**config.mk**
```make
export PLATFORM = sky130hd
export DESIGN_NAME = argmax_decision
export DESIGN_NICKNAME = d
export VERILOG_FILES = /design/src/rtl/argmax_decision.sv
export SDC_FILE = /design/constraint.sdc
export NUM_CORES = 1
export LEC_CHECK = 0
export BUFFER_PORTS_ARGS = -buffer_cell sky130_fd_sc_hd__buf_4
export CAP_MARGIN = 15
export CORE_MARGIN = 2
export CORE_UTILIZATION = 30
export DETAILED_ROUTE_END_ITERATION = 6
export PLACE_DENSITY = 0.49
export SLEW_MARGIN = 10
export SYNTH_ARGS = -nofsm -noshare
export SYNTH_HDL_FRONTEND = slang
export SYNTH_SLANG_ARGS = --single-unit
```
**constraint.sdc**
```tcl
create_clock -name clk -period 5.4 [get_ports clk]
set_clock_uncertainty 0.2 [all_clocks]
set_input_delay 0.54 -clock clk [delete_from_list [all_inputs] [get_ports clk]]
set_output_delay 0.54 -clock clk [all_outputs]
set_load 0.005 [all_outputs]
```
**src/rtl/argmax_decision.sv**
```systemverilog
// rtl/argmax_decision.sv - streaming argmax over one frame of signed class scores
// Tracks the running maximum per frame and reports the winning index with a one-cycle finish pulse.
module argmax_decision #(
  parameter int NUM_CLASSES = 10,
  parameter int SCORE_W     = 24,
  parameter int IDX_W       = 4
) (
  input  logic                      clk,
  input  logic                      rst_n,
  input  logic                      score_valid,
  input  logic signed [SCORE_W-1:0] score_data,
  input  logic                      score_last,
  output logic        [IDX_W-1:0]   decision,
  output logic signed [SCORE_W-1:0] max_score,
  output logic                      finish,
  output logic                      error
);

  localparam logic [IDX_W-1:0] LAST_IDX = IDX_W'(NUM_CLASSES - 1);

  typedef enum logic {
    IDLE,
    ACCUM
  } state_t;

  state_t                    state_q, state_d;
  logic        [IDX_W-1:0]   count_q, count_d;
  logic        [IDX_W-1:0]   best_idx_q, best_idx_d;
  logic signed [SCORE_W-1:0] best_q, best_d;
  logic        [IDX_W-1:0]   decision_q, decision_d;
  logic signed [SCORE_W-1:0] max_score_q, max_score_d;
  logic                      finish_q, finish_d;
  logic                      error_q, error_d;

  logic        [IDX_W-1:0]   beat_idx;
  logic                      take_new;
  logic        [IDX_W-1:0]   cand_idx;
  logic signed [SCORE_W-1:0] cand_best;

  // Beat 0 always seeds the maximum; later beats win only when strictly greater,
  // so ties keep the lower index.
  always_comb begin
    beat_idx  = (state_q == IDLE) ? '0 : count_q;
    take_new  = (state_q == IDLE) || (score_data > best_q);
    cand_best = take_new ? score_data : best_q;
    cand_idx  = take_new ? beat_idx : best_idx_q;
  end

  always_comb begin
    state_d     = state_q;
    count_d     = count_q;
    best_d      = best_q;
    best_idx_d  = best_idx_q;
    decision_d  = decision_q;
    max_score_d = max_score_q;
    finish_d    = 1'b0;
    error_d     = error_q;

    if (score_valid) begin
      state_d = IDLE;
      count_d = '0;
      if (beat_idx == LAST_IDX) begin
        if (score_last) begin
          decision_d  = cand_idx;
          max_score_d = cand_best;
          finish_d    = 1'b1;
        end else begin
          error_d = 1'b1;
        end
      end else if (score_last) begin
        error_d = 1'b1;
      end else begin
        state_d    = ACCUM;
        count_d    = beat_idx + 1'b1;
        best_d     = cand_best;
        best_idx_d = cand_idx;
      end
    end
  end

  always_ff @(posedge clk or negedge rst_n) begin
    if (!rst_n) begin
      state_q     <= IDLE;
      count_q     <= '0;
      best_q      <= '0;
      best_idx_q  <= '0;
      decision_q  <= '0;
      max_score_q <= '0;
      finish_q    <= 1'b0;
      error_q     <= 1'b0;
    end else begin
      state_q     <= state_d;
      count_q     <= count_d;
      best_q      <= best_d;
      best_idx_q  <= best_idx_d;
      decision_q  <= decision_d;
      max_score_q <= max_score_d;
      finish_q    <= finish_d;
      error_q     <= error_d;
    end
  end

  assign decision  = decision_q;
  assign max_score = max_score_q;
  assign finish    = finish_q;
  assign error     = error_q;

endmodule

```
==> results of run 1 <==
per-layer routing:
metal | share of wire, % | track usage (%) | wire length [um] | vias to the layer above
met5 | 0 | 0 | 0 | -
met4 | 1.3 | 4.23 | 105 | 0
met2 | 47 | 22.7 | 3880 | 49
li1 | - | - | - | 1380
met1 | 48 | 18.3 | 3960 | 1300
met3 | 4.0 | 4.70 | 331 | 10
layout make-up:
class                   count  area [um2]  area share, %
inverters                  32         120           2.73
repair buffers             58         435           9.91
clock inverters             3        65.1           1.48
well taps                 143         179           4.07
clock buffers              12         267           6.07
multi-input cells         243        1750           39.8
flip-flops and latches     63        1580           35.9
worst min-delay path by stage:
stage	depth (start not counted)	startpoint	end	slack, ps
detailed placement	1	error	error	250
global route	1	rst_n	max_score[5]	190
CTS	1	rst_n	max_score[5]	150
floorplan	0	rst_n	best_idx_q[0]	40
finish	1	rst_n	max_score[5]	100
global placement	1	error	error	250
worst max-delay path: cells and delay by family (launching register included):
| kind | cells | cell delay [ps] |
|---|---|---|
| multiplexers | 1 | 450 |
| AO/OA/AOI/OAI | 1 | 340 |
| buffers and inverters | 1 | 50 |
| adder cells (fa/ha/maj) | 1 | 360 |
| flip-flops | 1 | 350 |
| AND/OR/NAND/NOR | 4 | 1520 |
kinds of logic (layout without fill, tap and decap cells):
group / Yosys count / in the layout / share of synthesized area (%)
simple gates: 99 / 99 / 14.3
compound gates: 90 / 90 / 15.2
flops: 63 / 63 / 44.7
buf+inv: 50 / 105 / 5.82
fa+ha+maj: 28 / 28 / 9.93
mux: 24 / 24 / 9.57
xor+xnor: 2 / 2 / 0.497
sequential cells by signal (all words and copies together) (netlist names):
register / cells
error: 1
count_q: 4
finish: 1
max_score: 24
best_idx_q: 4
decision: 4
best_q: 24
state_q: 1
where the power goes:
group / switching, uW / total [uW] / internal, uW
Clock: 208 / 646 / 438
Sequential: 49.2 / 589 / 539
Combinational: 225 / 429 / 203
stage by stage:
step	worst slack (ps)	total power, uW	instances
finish	1990	1660	554
global route	1600	1780	554
CTS	1940	1690	554
detailed placement	1670	1030	539
global placement	1720	1020	539
floorplan	2430	910	356
placed cells by master, fill, tap and decap left out, drive strengths merged, types with 2 or more instances in the layout:
cell and count:
o21ai 31, nor2b 2, buf 58, bufinv 2
o22ai 3, clkbuf 12, o211ai 4, a21oi 17
nor2 32, a32o 2, nand4 9, and2 3
a211o 2, a31oi 24, inv 32, dfrtp 63
mux2 24, nand2 17, ha 28, nand3 28
==> flow_summary_export.csv, run 1 <==
group,metric,value,unit
synthesis,synth-edff-count,0,
timing,grt_setup_unrepaired,"false",
setup_path,reg2reg_setup_slack,1990,ps
timing,fmax,294,MHz
floorplanning,die_area,12600,um2
timing,worst_slew_pin_slew,949,ps
place,gp_congestion,0.829,
place,place_area,4060,um2
clock_tree,cts_resized,0,
job,maxCapViolCount,0,
finish,syn_to_final_growth,24.5,%
finish,num_antenna_cells,0,
synthesis,yosys.cell_count.top_type,"dfrtp_1",
pwr,power-per-cell-area,379,nW/um2
synthesis,syn_area_per_cell,9.91,um2
synthesis,ys_ff_latch,63,
route,post_drt_wl_per_cell,14.9,um
timing,setup-tns-final,0,ps
place,port_buffers,57,
global_route,grt_max_degree,64,
route,viasPerCell,4.94,
clock_tree,clk_latency,330,ps
setup_path,required,5410,ps
timing,fin_crit,3410,ps
clock_tree,cts_buffers,9,
route,drtPass1Iterations,4,
synthesis,synth_async_sr_flop_share,100,%
setup_path,rr_startpoint,"best_q[23]",
clock_tree,cts_hold_buf,0,
setup_path,cp-start-kind,"flip-flop",
synthesis,yosys_warnings,0,
synthesis,synthesis.nets,412,
clock_tree,post-cts-setup-buffer-count,0,
route,wirelength,8270,um
floorplanning,io_pins,58,
timing,setup_viol,0,
synthesis,syn-cell-area,3530,um2
outcome,status,"completed",
route,drc,0,
synthesis,ys_types,40,
pwr,ir_drop,0.248,mV
floorplanning,die_h,112,um
clock_tree,clock-root-buffer,"clkbuf_16",
route,vias,2739,
timing,hold_ws,103,ps
setup_path,arrival,3420,ps
global_route,track_usage,14.2,%
floorplanning,rows,39,
synthesis,ys.flop_type,"dfrtp_1",
setup_path,cp-startpoint,"best_q[23]",
global_route,antenna_found_initial,0,
timing,finalCritPeriodShare,63.1,%
setup_path,end_kind,"flip-flop",
timing,hold_viol_final,0,
floorplanning,initial_utilization,30.8,%
finish,fill_cells,1151,
setup_path,reg2reg_depth,8,
clock_tree,cts_tree,"yes",
clock_tree,clk_path_buf_depth,2,
floorplanning,coreArea,11500,um2
pwr,p_leak,0.00215,uW
clock_tree,htreeDepth,3,
global_route,grt_pass1_wl,14100,um
setup_path,worstPathCellList,"inv_1, ha_1, nand4_2, or4_1, a211o_1, nand4b_4, nand3_4, mux2_4",
setup_path,crit_path_max_fanout,26,
timing,slew_viol_final,0,
floorplanning,die_width,112,um
place,dp_hpwl,5670,um
setup_path,crit_type,"flip-flop to flip-flop",
timing,relSlewSlack,36.7,%
setup_path,r2r-end,"best_q[7]",
setup_path,crit_path_end,"best_q[7]",
synthesis,synth_seq_area_share,44.7,%
synthesis,synthTopCellsByCount,"dfrtp_1, inv_1, nor2_1",
min_path,hp-class,"input pin to async pin",
finish,fin_area,4390,um2
global_route,globalRouteOverflowTotal,0,
finish,fin_util,38.3,%
route,detail-route-antenna-nets,0,
finish,drive_above_1_share,25.1,%
setup_path,cp_slowest_stage_delay,580,ps
route,drtIter0Drc,136,
synthesis,synthTopCellsByArea,"dfrtp_1, ha_1, mux2_4, o21ai_0, a31oi_1",
clock_tree,numClockSinks,63,
synthesis,synth_top_area_share,44.7,%
synthesis,syn_inst,356,
setup_path,slowest_stage,"or4_1",
global_route,grt_pass1_vias,2778,
synthesis,yosysTopAreaCell,"dfrtp_1",
finish,nets,463,
clock_tree,cts.clk_slew.worst_paths,50,ps
Power figures use the tool's default switching activity.
==> run 2: changes to the inputs <==
PLACE_DENSITY = 0.51   (was 0.49)
clock period = 2.9 ns   (was 5.4 ns; I/O delays follow)
==> run 2 against run 1 <==
Cell count rose by 3.4%. First-iteration DRC count fell by 40%. Register-to-register slack got worse by 1900 ps. Total power rose by 83%. Die area did not move. Worst setup slack got worse by 1900 ps. Routed wire length rose by 2.7%. Fmax rose by 23%. Cell area rose by 3.6%. Largest power group is now registers.
==> flow_summary_export.csv, run 2 (same netlist as run 1, synthesis figures left out) <==
group,metric,value,unit
outcome,status,"completed",
finish,mostFrequentLayoutCells,"buf_4, dfrtp_1, inv_1, nor2_1, ha_1",
min_path,hp-class,"input pin to flip-flop",
job,maxCapViolCount,0,
timing,hold_ws,16.6,ps
clock_tree,clk_path_buf_depth,2,
setup_path,slowest_stage,"or4_4",
finish,fill_cells,1110,
route,detail-route-antenna-nets,0,
setup_path,worstPathCellList,"inv_1, ha_1, nand4_2, or4_4, a211o_1, and4b_1, buf_6, o21ai_0, a31oi_1",
setup_path,end_kind,"flip-flop",
min_path,hold_path_depth,2,
setup_path,cp_slowest_stage_delay,550,ps
timing,hold_viol_final,0,
setup_path,reg2reg_setup_slack,130,ps
clock_tree,htreeDepth,3,
place,port_buffers,57,
route,post_drt_wl_per_cell,14.8,um
finish,drive_above_1_share,28.4,%
setup_path,critPathTopFamily,"simple AND/OR/NAND/NOR gates",
setup_path,reg2reg_depth,9,
floorplanning,die_area,12600,um2
global_route,antenna_found_initial,0,
setup_path,crit_type,"flip-flop to flip-flop",
setup_path,arrival,2770,ps
floorplanning,rows,39,
timing,slew_viol_final,0,
finish,final_common_cell,"buf_4",
floorplanning,coreArea,11500,um2
clock_tree,cts.clk_slew.worst_paths,60,ps
timing,worst_slew_pin_slew,807,ps
timing,finalCritPeriodShare,95.5,%
finish,syn_to_final_growth,29.0,%
finish,num_antenna_cells,0,
global_route,track_usage,14.4,%
timing,setup_viol,0,
finish,fin_util,39.7,%
global_route,grt_pass1_vias,2903,
timing,layout_setup_ws,132,ps
min_path,min_from,"score_data[4]",
setup_path,required,2900,ps
setup_path,cp-start-kind,"flip-flop",
setup_path,crit_path_max_fanout,24,
place,gp_congestion,0.819,
floorplanning,die_h,112,um
place,preCtsSetupSlack,33.7,ps
floorplanning,die_width,112,um
setup_path,cp-startpoint,"best_q[23]",
place,dp_hpwl,5950,um
timing,relSlewSlack,46.2,%
setup_path,r2r-end,"max_score[19]",
floorplanning,io_pins,58,
global_route,grt_pass1_wl,14600,um
clock_tree,cts_tree,"yes",
finish,nets,482,
global_route,globalRouteOverflowTotal,0,
pwr,power-per-cell-area,668,nW/um2
setup_path,crit_buf_inv,2,
timing,setup-tns-final,0,ps
floorplanning,initial_utilization,30.8,%
setup_path,rr_startpoint,"best_q[23]",
route,drtPass1Iterations,4,
clock_tree,numClockSinks,63,
global_route,grt_max_degree,64,
timing,fmax,361,MHz
route,vias,2858,
route,wirelength,8500,um
clock_tree,cts_buffers,9,
pwr,total_power,3040,uW
timing,fin_crit,2770,ps
route,drtIter0Drc,81,
pwr,ir_drop,0.264,mV
route,viasPerCell,4.99,
clock_tree,clk_latency,330,ps
pwr,p_leak,0.00223,uW
min_path,holdPathEnd,"best_q[4]",
route,drc,0,
clock_tree,clock-root-buffer,"clkbuf_16",
==> run 2: how the worst max path moves through the flow <==
stage / end / slack (ps) / cells after the start
after floorplan: best_q[10] / 110 / 9
after global placement: max_score[21] / 50 / 9
after detailed placement: max_score[14] / 30 / 9
after CTS: max_score[19] / 60 / 9
after global routing: max_score[13] / -0.7 / 12
final: max_score[19] / 130 / 9
==> run 2: power by group <==
| group | leakage (uW) | switching [uW] | total (uW) | internal, uW |
|---|---|---|---|---|
| registers | 0.000813 | 94.7 | 1100 | 1000 |
| clock network | 0.000141 | 386 | 1070 | 683 |
| logic | 0.00128 | 440 | 871 | 431 |
==> run 2: what timing repair did <==
item / in CTS / in global routing
buffers inserted: 0 / 1
gates resized for setup: 0 / 15
endpoints found under the hold margin: 63 / 0
hold buffers: 1 / 0
endpoints found under the setup margin: 0 / 47
==> run 2: metal layers <==
metal,track usage [%],wire length (um),vias up
met3,3.13,338,12
met1,19.6,4070,1372
met2,22.7,3950,53
met4,5.20,140,0
met5,0,0,-
li1,-,-,1421
==> run 2: through the flow <==
step / area (um2) / instances
after global routing: 4550 / 573
after floorplan: 3530 / 356
after detailed placement: 4220 / 556
after global placement: 4220 / 556
final: 4550 / 573
after CTS: 4530 / 572
==> run 2: cell type report <==
| type | instances | area (um2) | share of cell area [%] |
|---|---|---|---|
| clock inverter | 5 | 58.8 | 1.29 |
| timing repair buffer | 77 | 626 | 13.7 |
| clock buffer | 10 | 239 | 5.25 |
| tap | 143 | 179 | 3.93 |
| sequential | 63 | 1580 | 34.7 |
| inverter | 32 | 120 | 2.64 |
| multi-input combinational | 243 | 1750 | 38.5 |
